`config.mk`:
```
export PLATFORM = sky130hd
export DESIGN_NAME = imem_loader
export DESIGN_NICKNAME = d
export VERILOG_FILES = /design/src/rtl/imem_loader_pkg.sv /design/src/rtl/imem_loader_ctrl.sv /design/src/rtl/imem_loader.sv
export SDC_FILE = /design/constraint.sdc
export NUM_CORES = 1
export LEC_CHECK = 0
export ABC_AREA = 1
export CAP_MARGIN = 40
export CORE_ASPECT_RATIO = 1.75
export CORE_MARGIN = 1.5
export CORE_UTILIZATION = 47
export CTS_CLUSTER_SIZE = 8
export DETAILED_ROUTE_END_ITERATION = 16
export PLACE_DENSITY = 0.69
export SLEW_MARGIN = 20
export SYNTH_ARGS = -nofsm -noshare
export SYNTH_HDL_FRONTEND = slang
export SYNTH_SLANG_ARGS = --single-unit
```
`constraint.sdc`:
```
create_clock -name clk -period 1.9 [get_ports clk]
set_input_delay 0.285 -clock clk [delete_from_list [all_inputs] [get_ports clk]]
set_output_delay 0.285 -clock clk [all_outputs]
set_load 0.05 [all_outputs]
```
`src/rtl/imem_loader_pkg.sv`:
```
// Shared CPU constants for the instruction-memory loader: word/address widths,
// default memory depth and the loader state encoding.
package imem_loader_pkg;

  localparam int DEPTH_DEF = 1024;
  localparam int WORD_W    = 16;
  localparam int ADDR_W    = 16;

  typedef enum logic [2:0] {
    IDLE   = 3'd0,
    CNT_HI = 3'd1,
    CNT_LO = 3'd2,
    DAT_HI = 3'd3,
    DAT_LO = 3'd4,
    WRITE  = 3'd5,
    CHK    = 3'd6,
    DONE   = 3'd7
  } ld_state_t;

endpackage

```
`src/rtl/imem_loader_ctrl.sv`:
```
// Loader sequencing FSM: walks count, data and checksum phases of the byte stream.
// Latency: one state per accepted byte plus one WRITE cycle per word; stalls indefinitely on byte_valid low.
module imem_loader_ctrl
  import imem_loader_pkg::*;
(
  input  logic      clk,
  input  logic      rst,
  input  logic      start,
  input  logic      byte_valid,
  input  logic      n_zero,
  input  logic      n_over,
  input  logic      last_word,
  output ld_state_t state,
  output logic      byte_ready
);

  ld_state_t state_q;
  ld_state_t state_d;
  logic      xfer;

  assign state      = state_q;
  assign byte_ready = (state_q == CNT_HI) || (state_q == CNT_LO) ||
                      (state_q == DAT_HI) || (state_q == DAT_LO) ||
                      (state_q == CHK);
  assign xfer       = byte_valid && byte_ready;

  always_ff @(posedge clk) begin
    if (rst) state_q <= IDLE;
    else     state_q <= state_d;
  end

  always_comb begin
    state_d = state_q;
    case (state_q)
      IDLE, DONE: if (start) state_d = CNT_HI;
      CNT_HI:     if (xfer) state_d = CNT_LO;
      CNT_LO: begin
        // Oversized count aborts before any write reaches memory.
        if (xfer) begin
          if (n_over)      state_d = DONE;
          else if (n_zero) state_d = CHK;
          else             state_d = DAT_HI;
        end
      end
      DAT_HI:     if (xfer) state_d = DAT_LO;
      DAT_LO:     if (xfer) state_d = WRITE;
      WRITE:      state_d = last_word ? CHK : DAT_HI;
      CHK:        if (xfer) state_d = DONE;
      default:    state_d = IDLE;
    endcase
  end

endmodule

```
`src/rtl/imem_loader.sv`:
```
// Streams a count-prefixed, XOR-checksummed byte image into instruction memory, holding the CPU meanwhile.
// Latency: >= 3 cycles per word (hi, lo, write); backpressure via byte_ready, low outside byte-accepting states.
module imem_loader
  import imem_loader_pkg::*;
#(
  parameter int DEPTH = DEPTH_DEF
) (
  input  logic              clk,
  input  logic              rst,
  input  logic              start,
  input  logic              byte_valid,
  input  logic [7:0]        byte_data,
  output logic              byte_ready,
  output logic              wr_en,
  output logic [ADDR_W-1:0] wr_addr,
  output logic [WORD_W-1:0] wr_data,
  output logic              cpu_hold,
  output logic              done,
  output logic              len_err,
  output logic              chk_err
);

  ld_state_t         state;
  logic              xfer;
  logic              load;
  logic [7:0]        hi_q;
  logic [7:0]        xor_q;
  logic [ADDR_W-1:0] count_q;
  logic [ADDR_W-1:0] idx_q;
  logic [15:0]       n_in;
  logic              n_zero;
  logic              n_over;
  logic              last_word;

  imem_loader_ctrl u_ctrl (
    .clk        (clk),
    .rst        (rst),
    .start      (start),
    .byte_valid (byte_valid),
    .n_zero     (n_zero),
    .n_over     (n_over),
    .last_word  (last_word),
    .state      (state),
    .byte_ready (byte_ready)
  );

  assign xfer      = byte_valid && byte_ready;
  assign load      = start && ((state == IDLE) || (state == DONE));
  assign n_in      = {hi_q, byte_data};
  assign n_zero    = (n_in == 16'd0);
  assign n_over    = ({1'b0, n_in} > 17'(DEPTH));
  assign last_word = (idx_q == (count_q - ADDR_W'(1)));

  assign wr_en     = (state == WRITE);
  assign cpu_hold  = (state != IDLE) && (state != DONE);
  assign done      = (state == DONE);

  always_ff @(posedge clk) begin
    if (rst) begin
      hi_q    <= '0;
      xor_q   <= '0;
      count_q <= '0;
      idx_q   <= '0;
      wr_addr <= '0;
      wr_data <= '0;
      len_err <= 1'b0;
      chk_err <= 1'b0;
    end else begin
      if (load) begin
        idx_q   <= '0;
        xor_q   <= '0;
        len_err <= 1'b0;
        chk_err <= 1'b0;
      end
      if (xfer) begin
        case (state)
          CNT_HI: begin
            hi_q  <= byte_data;
            xor_q <= xor_q ^ byte_data;
          end
          CNT_LO: begin
            count_q <= n_in;
            xor_q   <= xor_q ^ byte_data;
            if (n_over) len_err <= 1'b1;
          end
          DAT_HI: begin
            hi_q  <= byte_data;
            xor_q <= xor_q ^ byte_data;
          end
          DAT_LO: begin
            // Write address/data are staged here so they are stable through WRITE and hold afterwards.
            xor_q   <= xor_q ^ byte_data;
            wr_addr <= idx_q;
            wr_data <= {hi_q, byte_data};
          end
          CHK:     chk_err <= (byte_data != xor_q);
          default: ;
        endcase
      end
      if (state == WRITE) idx_q <= idx_q + ADDR_W'(1);
    end
  end

endmodule
```
Yosys cells after proc, flatten, opt, wreduce, memory -nomap -nowiden --
Index checks and enable logic that the tools add are counted. W data, S select, Z words.
Operators by class: eq/ne operators 16, magnitude comparators 1, bitwise operators 1, add/subtract/negate cells 2, muxes and demuxes 22, reductions and logical operators 19
Operators by type and width (count):
- $mux W16 | 2
- $mux W3 | 9
- $mux W8 | 3
- $pmux W3 S7 | 1
- $add A16 B1 Y16 const B | 1
- $eq A16 B16 Y1 | 1
- $gt A16 B11 Y1 const B | 1
- $logic_not A16 Y1 | 1
- $sub A16 B1 Y16 const B | 1
- $eq A3 B3 Y1 const B | 4
- $ne A2 B1 Y1 const B | 5
- $ne A8 B8 Y1 | 1
- $xor A8 B8 Y8 | 1
- $mux W1 | 7
- $eq A3 B2 Y1 const B | 2
- $reduce_and A2 Y1 | 3
- $reduce_and A6 Y1 | 1
- $logic_or A1 B1 Y1 | 5
- $reduce_or A2 Y1 | 2
- $reduce_or A4 Y1 | 1
- $eq A3 B1 Y1 const B | 1
- $logic_and A1 B1 Y1 | 3
- $logic_not A3 Y1 | 1
- $ne A3 B3 Y1 const B | 1
- 3 further kinds | 3
Word-level totals: bits in registers 85, output and inout port bits 38, input port bits 12, logic and storage cells 70

Depth between registers and ports, before layout --
depth after elaboration 8, mapped depth 15, mapped depth without buffers 15

Hierarchy --
A second synthesis with hierarchy kept.
Unflattened totals: cells, all modules 598, area, all modules 4162.7 µm²
By module, submodules not included:
- imem_loader | area an instance 3913.8 µm², seq. area each 1641.6 µm², instances 1, cells each 556
- imem_loader_ctrl | area an instance 249.0 µm², seq. area each 60.1 µm², instances 1, cells each 42

Least setup slack after synthesis --
OpenSTA, ideal clock, no wires.
kind register -> register, start point register u_ctrl.state_q[2] (netlist: u_ctrl.state[2]), end point register u_ctrl.state_q[0] (netlist: u_ctrl.state[0]), library setup time 0.128 ns, cell stages (with the launch flop) 8, arrival 2.161 ns, clock period less this slack 2.288 ns, required time 1.772 ns, path slack -0.388 ns, path buffers 0, cells stage by stage dfxtp_1 > inv_2 > o21ai_0 > nand2_1 > nand2_1 > inv_1 > o21ai_0 > a21oi_1
On the way: cells in the longest elaborated chain, start to end 8
Ends and longest elaborated chain:
- start: declaration | RTL line imem_loader_ctrl.sv:17 | ld_state_t state_q;
- start signal: assignment | RTL line imem_loader_ctrl.sv:29 | else state_q <= state_d;
- $eq A3 B1 Y1 or $eq A3 B2 Y1 (tied branches) | RTL line imem_loader_ctrl.sv:22 | assign byte_ready = (state_q == CNT_HI) || (state_q == CNT_LO) ||
- $logic_or A1 B1 Y1 (2 in series) | RTL line imem_loader_ctrl.sv:22
- $logic_or A1 B1 Y1 | RTL line imem_loader_ctrl.sv:23 | (state_q == DAT_HI) || (state_q == DAT_LO) ||
- $logic_or A1 B1 Y1 * | RTL line imem_loader_ctrl.sv:23
- net byte_ready | RTL line imem_loader.sv:13 | output logic byte_ready,
- $logic_and A1 B1 Y1 * | RTL line imem_loader_ctrl.sv:25 | assign xfer = byte_valid && byte_ready;
- $ne A2 B1 Y1 (no line)
- $reduce_and A6 Y1 (no line) *
Mark *: on every way through the listed nets, which the timed path passes. The rest lies on a longest branch. A chain may end at the register's enable or synchronous reset.

Worst setup path in the final report --
start point register u_ctrl.state_q[2] (netlist: u_ctrl.state[2]), end point output port wr_en
On the way: cells in the longest elaborated chain, start to end 1
Ends and longest elaborated chain:
- $eq A3 B3 Y1 | RTL line imem_loader.sv:54 | assign wr_en = (state == WRITE);
- end: declaration | RTL line imem_loader.sv:14 | output logic wr_en,
Every way passes these cells.

==> flow_summary.ini <==
[status]
status = complete, no violations

[placement]
place_ws_ns = -0.0261
placed_cells_incl_taps = 777
numPortBuffers = 49
gp_congestion = 0.976
hpwlAfterDp_um = 8560

[floorplan]
die_y_um = 129
rows = 45
io_pins = 50
start_util_pct = 48.6
coreArea_um2 = 8730
dieArea_um2 = 9630
die_w_um = 74.8

[power]
power_density_nw_per_um2 = 1260
power_leakage_nw = 2.12
vdd_drop_max_uv = 763
totalPowerFinal_mw = 6.84

[grt]
grt_pass1_wl_um = 18800
antenna_found_initial = 0
grt_pass1_vias = 4009
globalRouteOverflowTotal = 0
grt_usage_pct = 25.6
grt_max_degree = 56

[clock_network]
clockRootBuffer = clkbuf_16
cts_tree = built
clk_latency_ns = 0.35
cts_sinks = 85
cts_buffers = 9
cts_max_level = 3
cts.clk_slew.worst_paths_ns = 0.06
clk_path_buf_depth = 2

[synth]
synth_cell_types = 38
synth_area_um2 = 4240
synth_edf_count = 0
synth-seq-cells = 85
syn-instance-count = 606
avgSynthCellArea_um2 = 7.00
ys_seq_area_share_pct = 40.1
yosysWarnings = 0
synth_flop_cell = dfxtp_1
synth-async-reset-ratio_pct = 0
synth_nets = 620

[layout]
fin_nets = 686
drive_gt1_share_pct = 14.9
final_cell_mix = nand2_1, dfxtp_1, a21oi_1
n_fill_cell = 844
final_cells = 794
final_util_pct = 62.0
register_area_um2 = 1710
layout_commonest_cell = nand2_1
n_antenna_cell = 0
syn2layout_area_growth_pct = 27.6
multi_input_area_um2 = 2250

[sta]
fin_skew_ns = 0.00394
relSlewSlack_pct = 54.7
fmax_mhz = 543
maxSlewViolCount = 0
fin_setup_tns_ns = 0
hold_violations = 0
fin_crit_sh_pct = 96.9
setup_violations = 0
fin_ws_ns = 0.0590
worstMarginPinSlew_ns = 0.673
min_period_ns = 1.84

[route]
routed_wl_um = 11400
vias = 4243
drt_iter0_drc = 258
drc = 0
drt_pass1_iterations = 4
antenna_left = 0
vias_per_cell = 5.34
wire_per_inst_um = 14.4

[worst_hold_path]
min-delay-start = wr_data[1]
whs_endpoint = wr_data[1]
hold_path.class = reg -> reg
holdPathStages = 2

[worst_setup_path]
cp.required_ns = 1.62
criticalPathCategory = reg -> out
r2r-start = hi_q[5]
crit_arrival_ns = 1.56
crit_path_start_kind = flip-flop
path_max_fanout = 9
path_cells = inv_2 > nor2_4 > buf_4 > buf_12
r2r_end = u_ctrl.state[2]
rrSetupSlack_ns = 0.11
r2r_cells = 8
worst_path_max_delay_cell = dfxtp_1
max_stage_delay_ns = 0.44
endpoint_kind = output port

[run]
max-cap-violations = 0
==> critical path: cells and delay by family, from the launching register on <==
family,cells,cell delay [ns]
buf+inv,3,0.52
simple gates,1,0.24
flops,1,0.44
==> metrics by stage <==
stage	instance area, um2	hold WS, ns
CTS	5350	0.458
global placement	5050	0.450
detailed placement	5050	0.454
global route	5410	0.482
finish	5410	0.458
floorplan	4240	0.447
==> synthesized netlist by cell type, drive strengths merged (4+ instances only) <==
library cell	count	share of area, %
nand4	9	1.6
inv	60	5.3
buf	8	1.0
o21ai	38	4.6
nor3	5	0.97
clkbuf	21	1.9
nand3	67	8.0
xor2	12	2.5
nand2	131	12
nor2	59	6.8
a211oi	6	1.1
a221oi	4	0.83
nor4	4	0.59
a21oi	79	9.4
xnor2	6	1.2
dfxtp	85	40
==> registers in the layout, summed over array words and instances (netlist names), 3 cells and up <==
| register | flops |
|---|---|
| hi_q | 8 |
| count_q | 16 |
| xor_q | 8 |
| wr_addr | 16 |
| wr_data | 16 |
| idx_q | 16 |
| u_ctrl.state | 3 |
==> logic make-up (layout without fill, tap and decap cells) <==
family,Yosys count,in the layout,share of synthesized area [%]
xor+xnor,18,18,3.72
simple gates,282,282,31.0
flops,85,85,40.1
compound gates,130,130,16.4
buf+inv,89,160,8.20
fa+ha+maj,2,2,0.590
==> repair_timing <==
action | CTS | global route
resized for setup | 0 | 23
setup endpoints to repair | 0 | 7
setup buffers | 0 | 1
hold buffers | 0 | 0
==> cell type report <==
| class | instances | share of cell area [%] |
|---|---|---|
| tap | 117 | 2.70 |
| timing repair buffer | 84 | 14.6 |
| inverter | 60 | 4.16 |
| clock inverter | 6 | 1.27 |
| multi-input combinational | 432 | 41.5 |
| sequential | 85 | 31.5 |
| clock buffer | 10 | 4.23 |
==> layer usage <==
metal / vias up / wire length, um / GRT usage, %
met1: 1973 / 4310 / 27.2
li1: 2150 / - / -
met3: 32 / 295 / 2.66
met2: 88 / 6280 / 46.5
met5: - / 0 / 0
met4: 0 / 512 / 15.2
==> worst max path at each step <==
stage                                  to       startpoint  depth (start not counted)
after floorplan           u_ctrl.state[0]  u_ctrl.state[2]                          7
after global placement            chk_err       byte_valid                          6
after detailed placement          chk_err       byte_valid                          6
after CTS                 u_ctrl.state[2]       count_q[0]                         14
after global routing      u_ctrl.state[2]       count_q[2]                         13
final                               wr_en  u_ctrl.state[2]                          4
==> power breakdown <==
part           switching, mW  leakage (nW)  internal (mW)
clock network          0.762         0.144           1.03
registers              0.216         0.691           1.99
logic                   1.80          1.29           1.04
Note: power is estimated with default switching activity, not from simulation.
